[src/rtl/keypad_code_entry.sv]
// keypad_code_entry
//   Keypad front end for one door/garage keypad. Collects decimal key presses
//   into a BCD buffer, converts the entry to binary and presents it to the
//   password checker through a valid/ready handshake. In change mode a second
//   entry (the new code) is collected and presented together with the first.
//
//   Optional build macro: KEYPAD_TIMEOUT_EN
//     defined   - an inter-key idle counter abandons a partial entry after
//                 TIMEOUT_CYCLES idle cycles and pulses timeout.
//     undefined - no counter is built, timeout is tied to 0.
//
// Ports
//   clk              in   system clock, rising edge
//   reset_n          in   asynchronous active-low reset
//   key_valid        in   one-cycle strobe qualifying key_code
//   key_code[3:0]    in   0-9 digit, A clear, B backspace, C change mode, E enter
//   code_ready       in   checker accepts the presented code
//   code_valid       out  presented code is valid
//   in_password      out  current / entered code (binary)
//   change_password  out  new code in change mode, else 0
//   rs_button        out  0 = unlock request, 1 = change-password request
//   digit_count[2:0] out  digits in the current entry
//   entry_error      out  pulse: digit rejected, buffer full
//   key_dropped      out  pulse: key arrived while converting or presenting
//   timeout          out  pulse: entry abandoned on idle limit
module keypad_code_entry #(
    parameter int CODE_W         = 17,
    parameter int MAX_DIGITS     = 5,
    parameter int TIMEOUT_CYCLES = 50000
) (
    input  logic              clk,
    input  logic              reset_n,
    input  logic              key_valid,
    input  logic [3:0]        key_code,
    input  logic              code_ready,
    output logic              code_valid,
    output logic [CODE_W-1:0] in_password,
    output logic [CODE_W-1:0] change_password,
    output logic              rs_button,
    output logic [2:0]        digit_count,
    output logic              entry_error,
    output logic              key_dropped,
    output logic              timeout
);

    localparam logic [3:0]        KEY_CLEAR = 4'hA;
    localparam logic [3:0]        KEY_BACK  = 4'hB;
    localparam logic [3:0]        KEY_MODE  = 4'hC;
    localparam logic [3:0]        KEY_ENTER = 4'hE;
    localparam logic [2:0]        MAX_CNT   = 3'(MAX_DIGITS);
    localparam logic [CODE_W-1:0] TEN       = CODE_W'(10);

    typedef enum logic [1:0] {S_IDLE, S_ENTRY, S_CONVERT, S_VALID} state_t;

    state_t            state, state_next;
    logic [3:0]        digits      [MAX_DIGITS];
    logic [3:0]        digits_next [MAX_DIGITS];
    logic [2:0]        count, count_next;
    logic [2:0]        conv_idx, conv_idx_next;
    logic              mode, mode_next;
    logic              phase, phase_next;
    logic [CODE_W-1:0] in_pw, in_pw_next;
    logic [CODE_W-1:0] chg_pw, chg_pw_next;
    logic              err_next, drop_next;
    logic              clear_all;
    logic              is_digit;
    logic [3:0]        cur_digit;
    logic [CODE_W-1:0] acc_in, acc_out;

    assign is_digit  = (key_code <= 4'd9);
    // Oldest digit sits at index count-1, so conversion walks conv_idx down to 0.
    assign cur_digit = digits[conv_idx];
    assign acc_in    = phase ? chg_pw : in_pw;
    assign acc_out   = acc_in * TEN + CODE_W'(cur_digit);

`ifdef KEYPAD_TIMEOUT_EN
    localparam int TW = $clog2(TIMEOUT_CYCLES + 1);
    logic [TW-1:0] idle_cnt, idle_cnt_next;
    logic          tmo_next;
    logic          idle_run;

    // Counter runs while a partial entry or a pending mode/phase is waiting.
    assign idle_run = (state == S_ENTRY) || ((state == S_IDLE) && (mode || phase));
`endif

    always_comb begin
        state_next    = state;
        for (int i = 0; i < MAX_DIGITS; i++) digits_next[i] = digits[i];
        count_next    = count;
        conv_idx_next = conv_idx;
        mode_next     = mode;
        phase_next    = phase;
        in_pw_next    = in_pw;
        chg_pw_next   = chg_pw;
        err_next      = 1'b0;
        drop_next     = 1'b0;
        clear_all     = 1'b0;

        case (state)
            S_IDLE: begin
                if (key_valid) begin
                    if (is_digit) begin
                        digits_next[0] = key_code;
                        count_next     = 3'd1;
                        state_next     = S_ENTRY;
                    end else if (key_code == KEY_MODE) begin
                        if (!phase) mode_next = ~mode;
                    end else if (key_code == KEY_CLEAR) begin
                        clear_all = 1'b1;
                    end
                end
            end
            S_ENTRY: begin
                if (key_valid) begin
                    if (is_digit) begin
                        if (count < MAX_CNT) begin
                            for (int i = MAX_DIGITS - 1; i > 0; i--) digits_next[i] = digits[i-1];
                            digits_next[0] = key_code;
                            count_next     = count + 3'd1;
                        end else begin
                            err_next = 1'b1;
                        end
                    end else if (key_code == KEY_BACK) begin
                        for (int i = 0; i < MAX_DIGITS - 1; i++) digits_next[i] = digits[i+1];
                        digits_next[MAX_DIGITS-1] = 4'd0;
                        count_next = count - 3'd1;
                        if (count == 3'd1) state_next = S_IDLE;
                    end else if (key_code == KEY_CLEAR) begin
                        clear_all = 1'b1;
                    end else if (key_code == KEY_ENTER) begin
                        conv_idx_next = count - 3'd1;
                        state_next    = S_CONVERT;
                    end
                end
            end
            S_CONVERT: begin
                drop_next = key_valid;
                // Target register starts at 0 and accumulates in place.
                if (phase) chg_pw_next = acc_out;
                else       in_pw_next  = acc_out;
                if (conv_idx == 3'd0) begin
                    if (mode && !phase) begin
                        phase_next = 1'b1;
                        for (int i = 0; i < MAX_DIGITS; i++) digits_next[i] = 4'd0;
                        count_next = 3'd0;
                        state_next = S_IDLE;
                    end else begin
                        state_next = S_VALID;
                    end
                end else begin
                    conv_idx_next = conv_idx - 3'd1;
                end
            end
            S_VALID: begin
                drop_next = key_valid;
                if (code_ready) clear_all = 1'b1;
            end
            default: state_next = S_IDLE;
        endcase

`ifdef KEYPAD_TIMEOUT_EN
        idle_cnt_next = idle_cnt;
        tmo_next      = 1'b0;
        if (key_valid && (state == S_IDLE || state == S_ENTRY)) begin
            idle_cnt_next = '0;
        end else if (idle_run) begin
            if (idle_cnt == TW'(TIMEOUT_CYCLES - 1)) begin
                idle_cnt_next = '0;
                tmo_next      = 1'b1;
                clear_all     = 1'b1;
            end else begin
                idle_cnt_next = idle_cnt + 1'b1;
            end
        end else if (state == S_IDLE) begin
            idle_cnt_next = '0;
        end
`endif

        if (clear_all) begin
            state_next  = S_IDLE;
            for (int i = 0; i < MAX_DIGITS; i++) digits_next[i] = 4'd0;
            count_next  = 3'd0;
            mode_next   = 1'b0;
            phase_next  = 1'b0;
            in_pw_next  = '0;
            chg_pw_next = '0;
        end
    end

    always_ff @(posedge clk or negedge reset_n) begin
        if (!reset_n) begin
            state       <= S_IDLE;
            for (int i = 0; i < MAX_DIGITS; i++) digits[i] <= 4'd0;
            count       <= 3'd0;
            conv_idx    <= 3'd0;
            mode        <= 1'b0;
            phase       <= 1'b0;
            in_pw       <= '0;
            chg_pw      <= '0;
            entry_error <= 1'b0;
            key_dropped <= 1'b0;
        end else begin
            state       <= state_next;
            for (int i = 0; i < MAX_DIGITS; i++) digits[i] <= digits_next[i];
            count       <= count_next;
            conv_idx    <= conv_idx_next;
            mode        <= mode_next;
            phase       <= phase_next;
            in_pw       <= in_pw_next;
            chg_pw      <= chg_pw_next;
            entry_error <= err_next;
            key_dropped <= drop_next;
        end
    end

`ifdef KEYPAD_TIMEOUT_EN
    always_ff @(posedge clk or negedge reset_n) begin
        if (!reset_n) begin
            idle_cnt <= '0;
            timeout  <= 1'b0;
        end else begin
            idle_cnt <= idle_cnt_next;
            timeout  <= tmo_next;
        end
    end
`else
    assign timeout = 1'b0;
`endif

    assign code_valid      = (state == S_VALID);
    assign rs_button       = code_valid & mode;
    assign in_password     = in_pw;
    assign change_password = chg_pw;
    assign digit_count     = count;

endmodule

[config.mk]
export PLATFORM = sky130hd
export DESIGN_NAME = keypad_code_entry
export DESIGN_NICKNAME = d
export VERILOG_FILES = /design/src/rtl/keypad_code_entry.sv
export SDC_FILE = /design/constraint.sdc
export NUM_CORES = 1
export LEC_CHECK = 0
export ABC_AREA = 1
export BUFFER_PORTS_ARGS = -buffer_cell sky130_fd_sc_hd__buf_2
export CORE_MARGIN = 5
export CORE_UTILIZATION = 60
export DETAILED_ROUTE_END_ITERATION = 6
export MAX_ROUTING_LAYER = met4
export PLACE_DENSITY_LB_ADDON = 0.3
export SLEW_MARGIN = 0
export SYNTH_ARGS = -nofsm -noshare
export SYNTH_HDL_FRONTEND = slang
export SYNTH_SLANG_ARGS = --single-unit
export TNS_END_PERCENT = 30
[constraint.sdc]
create_clock -name clk -period 3.71 [get_ports clk]
set_input_delay 0.1855 -clock clk [delete_from_list [all_inputs] [get_ports clk]]
set_output_delay 0.1855 -clock clk [all_outputs]
set_load 0.05 [all_outputs]
Word level (Yosys, flattened, before mapping)
Cells that the tools add are included.
{ "op_classes": {"magnitude_cmp": 3, "eq_ne": 27, "n_mul": 1, "add_sub_neg": 4, "n_reduce_logical": 23, "bitwise_logic": 3, "muxes": 74} }
{ "op_table": {"columns": ["cell", "n"], "rows": [
  ["two-way mux 20 bit", 7],
  ["two-way mux 17 bit", 7],
  ["two-way mux 3 bit", 15],
  ["one-hot mux 16 bit (2 select lines)", 1],
  ["two-way mux 1 bit", 23],
  ["two-way mux 2 bit", 11],
  ["!= test 4 bit (second input constant)", 5],
  ["!= test 3 bit (second input constant)", 6],
  ["adder 17 x 4 -> 17 bit", 1],
  ["multiplier 17 x 3 -> 16 bit (second input constant)", 1],
  ["equality test 4 bit (second input constant)", 4],
  ["two-way mux 4 bit", 4],
  ["nonzero test 2 bit", 8],
  ["!= test 2 bit (second input constant)", 7],
  ["binary-select mux 4 bit (select 3 bit)", 1],
  ["one-hot mux 4 bit (3 select lines)", 1],
  ["one-hot mux 3 bit (3 select lines)", 1],
  ["AND reduction 9 bit", 1],
  ["AND reduction 8 bit", 1],
  ["AND reduction 7 bit", 1],
  ["one-hot mux 2 bit (3 select lines)", 1],
  ["one-hot mux 3 bit (2 select lines)", 1],
  ["AND reduction 6 bit", 1],
  ["subtractor 3 x 1 -> 3 bit (second input constant)", 2],
  ["22 further kinds", 24]
]} }
{ "totals": {"ff_bits": 66, "in_bits": 8, "out_inout_bits": 42, "elab_cells": 149} }

Logic depth before layout (Yosys ltp)
{ "depth": {"depth_word": 8, "depth_mapped": 19, "mapped_depth_nobuf": 19} }

Least setup slack after synthesis
Ideal clock, no wire load.
{ "synth_path": {"path_type": "register -> register", "from": "reg in_pw[1] (netlist: in_password[1])", "to": "reg chg_pw[16] (netlist: change_password[16])", "path_slack_ns": 0.541, "required_ns": 3.592, "setup_ns": 0.118, "n_path_buf": 0, "arrival_ns": 3.051, "period_less_slack_ns": 3.169, "stages_incl_launch_ff": 14, "path_cell_list": "dfrtp_1 inv_1 o21ai_0 ha_1 ha_1 fa_1 xor2_1 nand4_1 nor2_1 nand3_1 nor2_1 nand3_1 nand4_1 nand2_1"} }
{ "synth_between": {"elab_chain_len": 6} }
{ "synth_lines": {"columns": ["element", "line_no", "rtl"], "rows": [
  ["from (decl)", "62", "logic [CODE_W-1:0] in_pw, in_pw_next;"],
  ["from (signal assigned)", "209", "in_pw <= in_pw_next;"],
  ["two-way mux 17 bit", "73", "assign acc_in = phase ? chg_pw : in_pw;"],
  ["multiplier 17 x 3 -> 16 bit", "74", "assign acc_out = acc_in * TEN + CODE_W'(cur_digit);"],
  ["adder 17 x 4 -> 17 bit", "74", null],
  ["two-way mux 17 bit", "139", "if (phase) chg_pw_next = acc_out;"],
  ["two-way mux 17 bit", "99", "case (state)"],
  ["two-way mux 17 bit", "179", "if (clear_all) begin"],
  ["to (signal assigned)", "210", "chg_pw <= chg_pw_next;"],
  ["to (decl)", "63", "logic [CODE_W-1:0] chg_pw, chg_pw_next;"]
]} }
No other way between the ends. The select of a mux whose other input is x is not followed.
A chain may end at the register's enable or synchronous reset.

Final worst setup path
{ "layout_path": {"from": "reg phase", "to": "reg in_pw[16] (netlist: in_password[16])"} }
{ "layout_between": {"elab_chain_len": 6, "elab_cells_between_ends": 8, "classes_between": "1 x add/sub; 1 x mul; 1 x eq/ne; 4 x mux; 1 x reduce/logical"} }
{ "layout_lines": {"columns": ["element", "line_no", "rtl"], "rows": [
  ["from (decl)", "61", "logic phase, phase_next;"],
  ["from (signal assigned)", "208", "phase <= phase_next;"],
  ["two-way mux 17 bit", "73", null],
  ["multiplier 17 x 3 -> 16 bit", "74", null],
  ["adder 17 x 4 -> 17 bit", "74", null],
  ["two-way mux 17 bit", "139", null],
  ["two-way mux 17 bit", "99", null],
  ["two-way mux 17 bit", "179", null]
]} }
Several ways; a longest one is shown, not always the timed one. The select of a mux whose other input is x is not followed.

==> impl_metrics.csv <==
group,metric,value,unit
logic_synthesis,synth.most_common_cell,"nand2_1",
logic_synthesis,synth-main-ff-cell,"dfrtp_1",
placed_design,portBuffers,48,
setup_path,critical_path_class,"reg -> reg",
clock_network,clock_sinks,66,
floorplanning,fp.coreArea,7730,um^2
finish,final_cells,828,
clock_network,cts_buffers,9,
logic_synthesis,ys_seq_area_share,34.6,%
finish,nNetsFinal,768,
finish,final_area,5290,um^2
detailed_routing,antenna_left,0,
logic_synthesis,synth_top_area_share,34.6,%
placed_design,place.gp.congestion,0.935,
worst_hold_path,holdPathStages,3,
clock_network,clk_pin_slew,0.08,ns
setup_path,crit_required,3.95,ns
grt,grt_pass1_wl,20300,um
detailed_routing,vias,4636,
sta,tightestPinTransition,0.917,ns
logic_synthesis,ys_warn_count,0,
worst_hold_path,hp-class,"in -> reg",
detailed_routing,drtIter0Drc,344,
floorplanning,die-area,9840,um^2
grt,track_usage,26.2,%
grt,grt_pass1_vias,4199,
floorplanning,start_util,61.8,%
setup_path,max_stage_delay,0.50,ns
sta,whs,0.158,ns
setup_path,startpoint_type,"register",
sta,finalSetupTns,0,ns
sta,fmax,300,MHz
sta,finalHoldViolations,0,
logic_synthesis,synth_commonest_cells,"199 x nand2_1, 85 x o21ai_0, 78 x inv_1",
detailed_routing,drt_wl_total,12200,um
sta,relSlewSlack,38.8,%
sta,skew,0.0142,ns
grt,antenna_found_initial,0,
logic_synthesis,synth_edf_count,0,
detailed_routing,firstDrtPassIters,5,
finish,drive_gt1_share,13.1,%
sta,slew_viol_final,0,
sta,setup_violations,0,
floorplanning,std_cell_rows,32,
setup_path,critPathArrivalTime,3.58,ns
finish,fillers,663,
logic_synthesis,async_reset_ff_share,100,%
setup_path,endpoint_kind,"register",
clock_network,cts_tree,"done",
sta,period_share,90.0,%
job,cap_violations,0,
clock_network,h-tree-depth,3,
grt,grt-ovfl-total,0,
clock_network,ctsRootBufferMaster,"clkbuf_8",
clock_network,cts_resized,0,
finish,n_antenna_cell,0,
detailed_routing,avgViaCountPerCell,5.60,
setup_path,path_common_cell,"nand2_1",
floorplanning,die_y,99.2,um
logic_synthesis,synth.distinct_cells,41,
setup_path,r2r_cells,15,
logic_synthesis,syn_inst,676,
logic_synthesis,synth_nets,723,
setup_path,path_max_fanout,10,
setup_path,crit_chain,"clkinv_1 -> buf_4 -> nand2_1 -> nand2_1 -> ha_1 -> ha_1 -> fa_1 -> xor2_1 -> nand4_1 -> nor2_1 -> nand3_1 -> nor2_1 -> nand3_1 -> nand4_1 -> nand2_1",
placed_design,dp_cells,811,
placed_design,dpl.hpwl,8960,um
logic_synthesis,synthTopCellsByArea,"dfrtp_1 35%, nand2_1 16%, ha_1 9.7%, o21ai_0 8.9%, inv_1 6.1%",
sta,layout_min_cycle_time,3.34,ns
clock_network,cts_buffer_depth,2,
floorplanning,io_pins,50,
logic_synthesis,synth_area,4770,um^2
logic_synthesis,ys_ff_latch,66,
detailed_routing,drc,0,
logic_synthesis,yosysTopAreaCell,"dfrtp_1",
setup_path,slowest_stage,"dfrtp_1",
grt,grt_max_degree,35,
logic_synthesis,avgSynthCellArea,7.06,um^2
placed_design,placed_cell_area,5080,um^2
clock_network,worstSkewPairLatency,0.35,ns
sta,rsz0062_at_grt,"no",
floorplanning,die_w,99.2,um
detailed_routing,wl_per_cell,14.7,um
outcome,status,"completed",
setup_path,reg2reg_slack,0.37,ns
finish,area_delta_synth_final,10.8,%
[placed cells by master (no fill, tap or decap), types with 2 or more instances in the layout]
cell type	Yosys	final
nand2_1	199	199
o21ai_0	85	85
inv_1	78	78
dfrtp_1	66	66
nand3_1	49	49
buf_2	10	48
ha_1	37	37
a21oi_1	34	34
nor2_1	31	31
clkbuf_8	0	11
o21ai_1	9	9
buf_4	2	9
o21ai_2	7	7
o22ai_1	6	6
nand3b_1	6	6
nand4_1	6	6
nor3_1	5	5
nand2_2	5	5
nor2_2	3	3
xor2_1	3	3
clkinv_1	2	2
inv_2	2	2
a21boi_0	2	2
xnor2_1	2	2
fa_1	2	2
clkinvlp_4	0	2
[final cells by class]
| type | count | area [um^2] | share of cell area (%) |
|---|---|---|---|
| Clock buffer | 12 | 155 | 2.93 |
| Clock inverter | 4 | 50.0 | 0.946 |
| Inverter | 83 | 314 | 5.94 |
| Multi-Input combinational cell | 503 | 2680 | 50.6 |
| Sequential cell | 66 | 1650 | 31.2 |
| Tap cell | 102 | 128 | 2.41 |
| Timing Repair Buffer | 58 | 318 | 6.01 |
[cells by family (layout without fill, tap and decap cells)]
family	count (synthesis)	count (layout)	share of synthesized area, %
and+or+nand+nor	309	309	27.7
AOI/OAI and AO/OA	149	149	16.8
buffers and inverters	107	157	9.38
DFF	66	66	34.6
adders and majority gates	39	39	10.5
xor gates and xnor gates	5	5	0.917
other	1	1	0.0785
[worst max-delay path: cells and delay by family, from the launching register on]
kind	cells	cell delay [ns]
flip-flops	1	0.50
AND/OR/NAND/NOR	9	1.18
adder cells (fa/ha/maj)	3	0.96
buffers and inverters	2	0.32
XOR/XNOR	1	0.25
[metal layers]
layer  share of wire (%)  GRT usage [%]  vias up
li1                    -              -     2306
met1                  46           36.9     2131
met2                  45           39.5      186
met3                 7.3           4.63       13
met4                 1.1           6.09        0
met5                   0              -        -
[path summary, 6_finish.rpt]
check                                        from                     endpoint
setup / recovery                phase$_DFFE_PN0P_  in_password[16]$_DFFE_PN0P_
hold / removal                          key_valid        key_dropped$_DFF_PN0_
setup reg to reg                phase$_DFFE_PN0P_  in_password[16]$_DFFE_PN0P_
hold reg to reg            digits[17]$_DFFE_PN0P_       digits[17]$_DFFE_PN0P_
max in group asynchronous                 reset_n       digits[16]$_DFFE_PN0P_
min in group asynchronous                 reset_n  in_password[11]$_DFFE_PN0P_
[flip-flops by register name, summed over array words and instances (netlist names)]
signal,flops
digits,20
mode,1
state,2
conv_idx,3
in_password,17
entry_error,1
key_dropped,1
phase,1
digit_count,3
change_password,17
[per-stage QoR]
step / utilization (%) / setup slack, ns
floorplan: - / 0.541
global placement: 65.7 / 0.613
detailed placement: 65.7 / 0.450
CTS: 68.5 / 0.419
global route: 68.5 / 0.0509
finish: 68.5 / 0.372
[what timing repair did]
item / CTS / global route
hold buffers: 1 / 0
endpoints found under the hold margin: 32 / 0
buffers inserted: 0 / 0
Power is left out: the tool's default activity adds up to more than one toggle a clock period on the data nets, which glitch-free logic cannot reach.
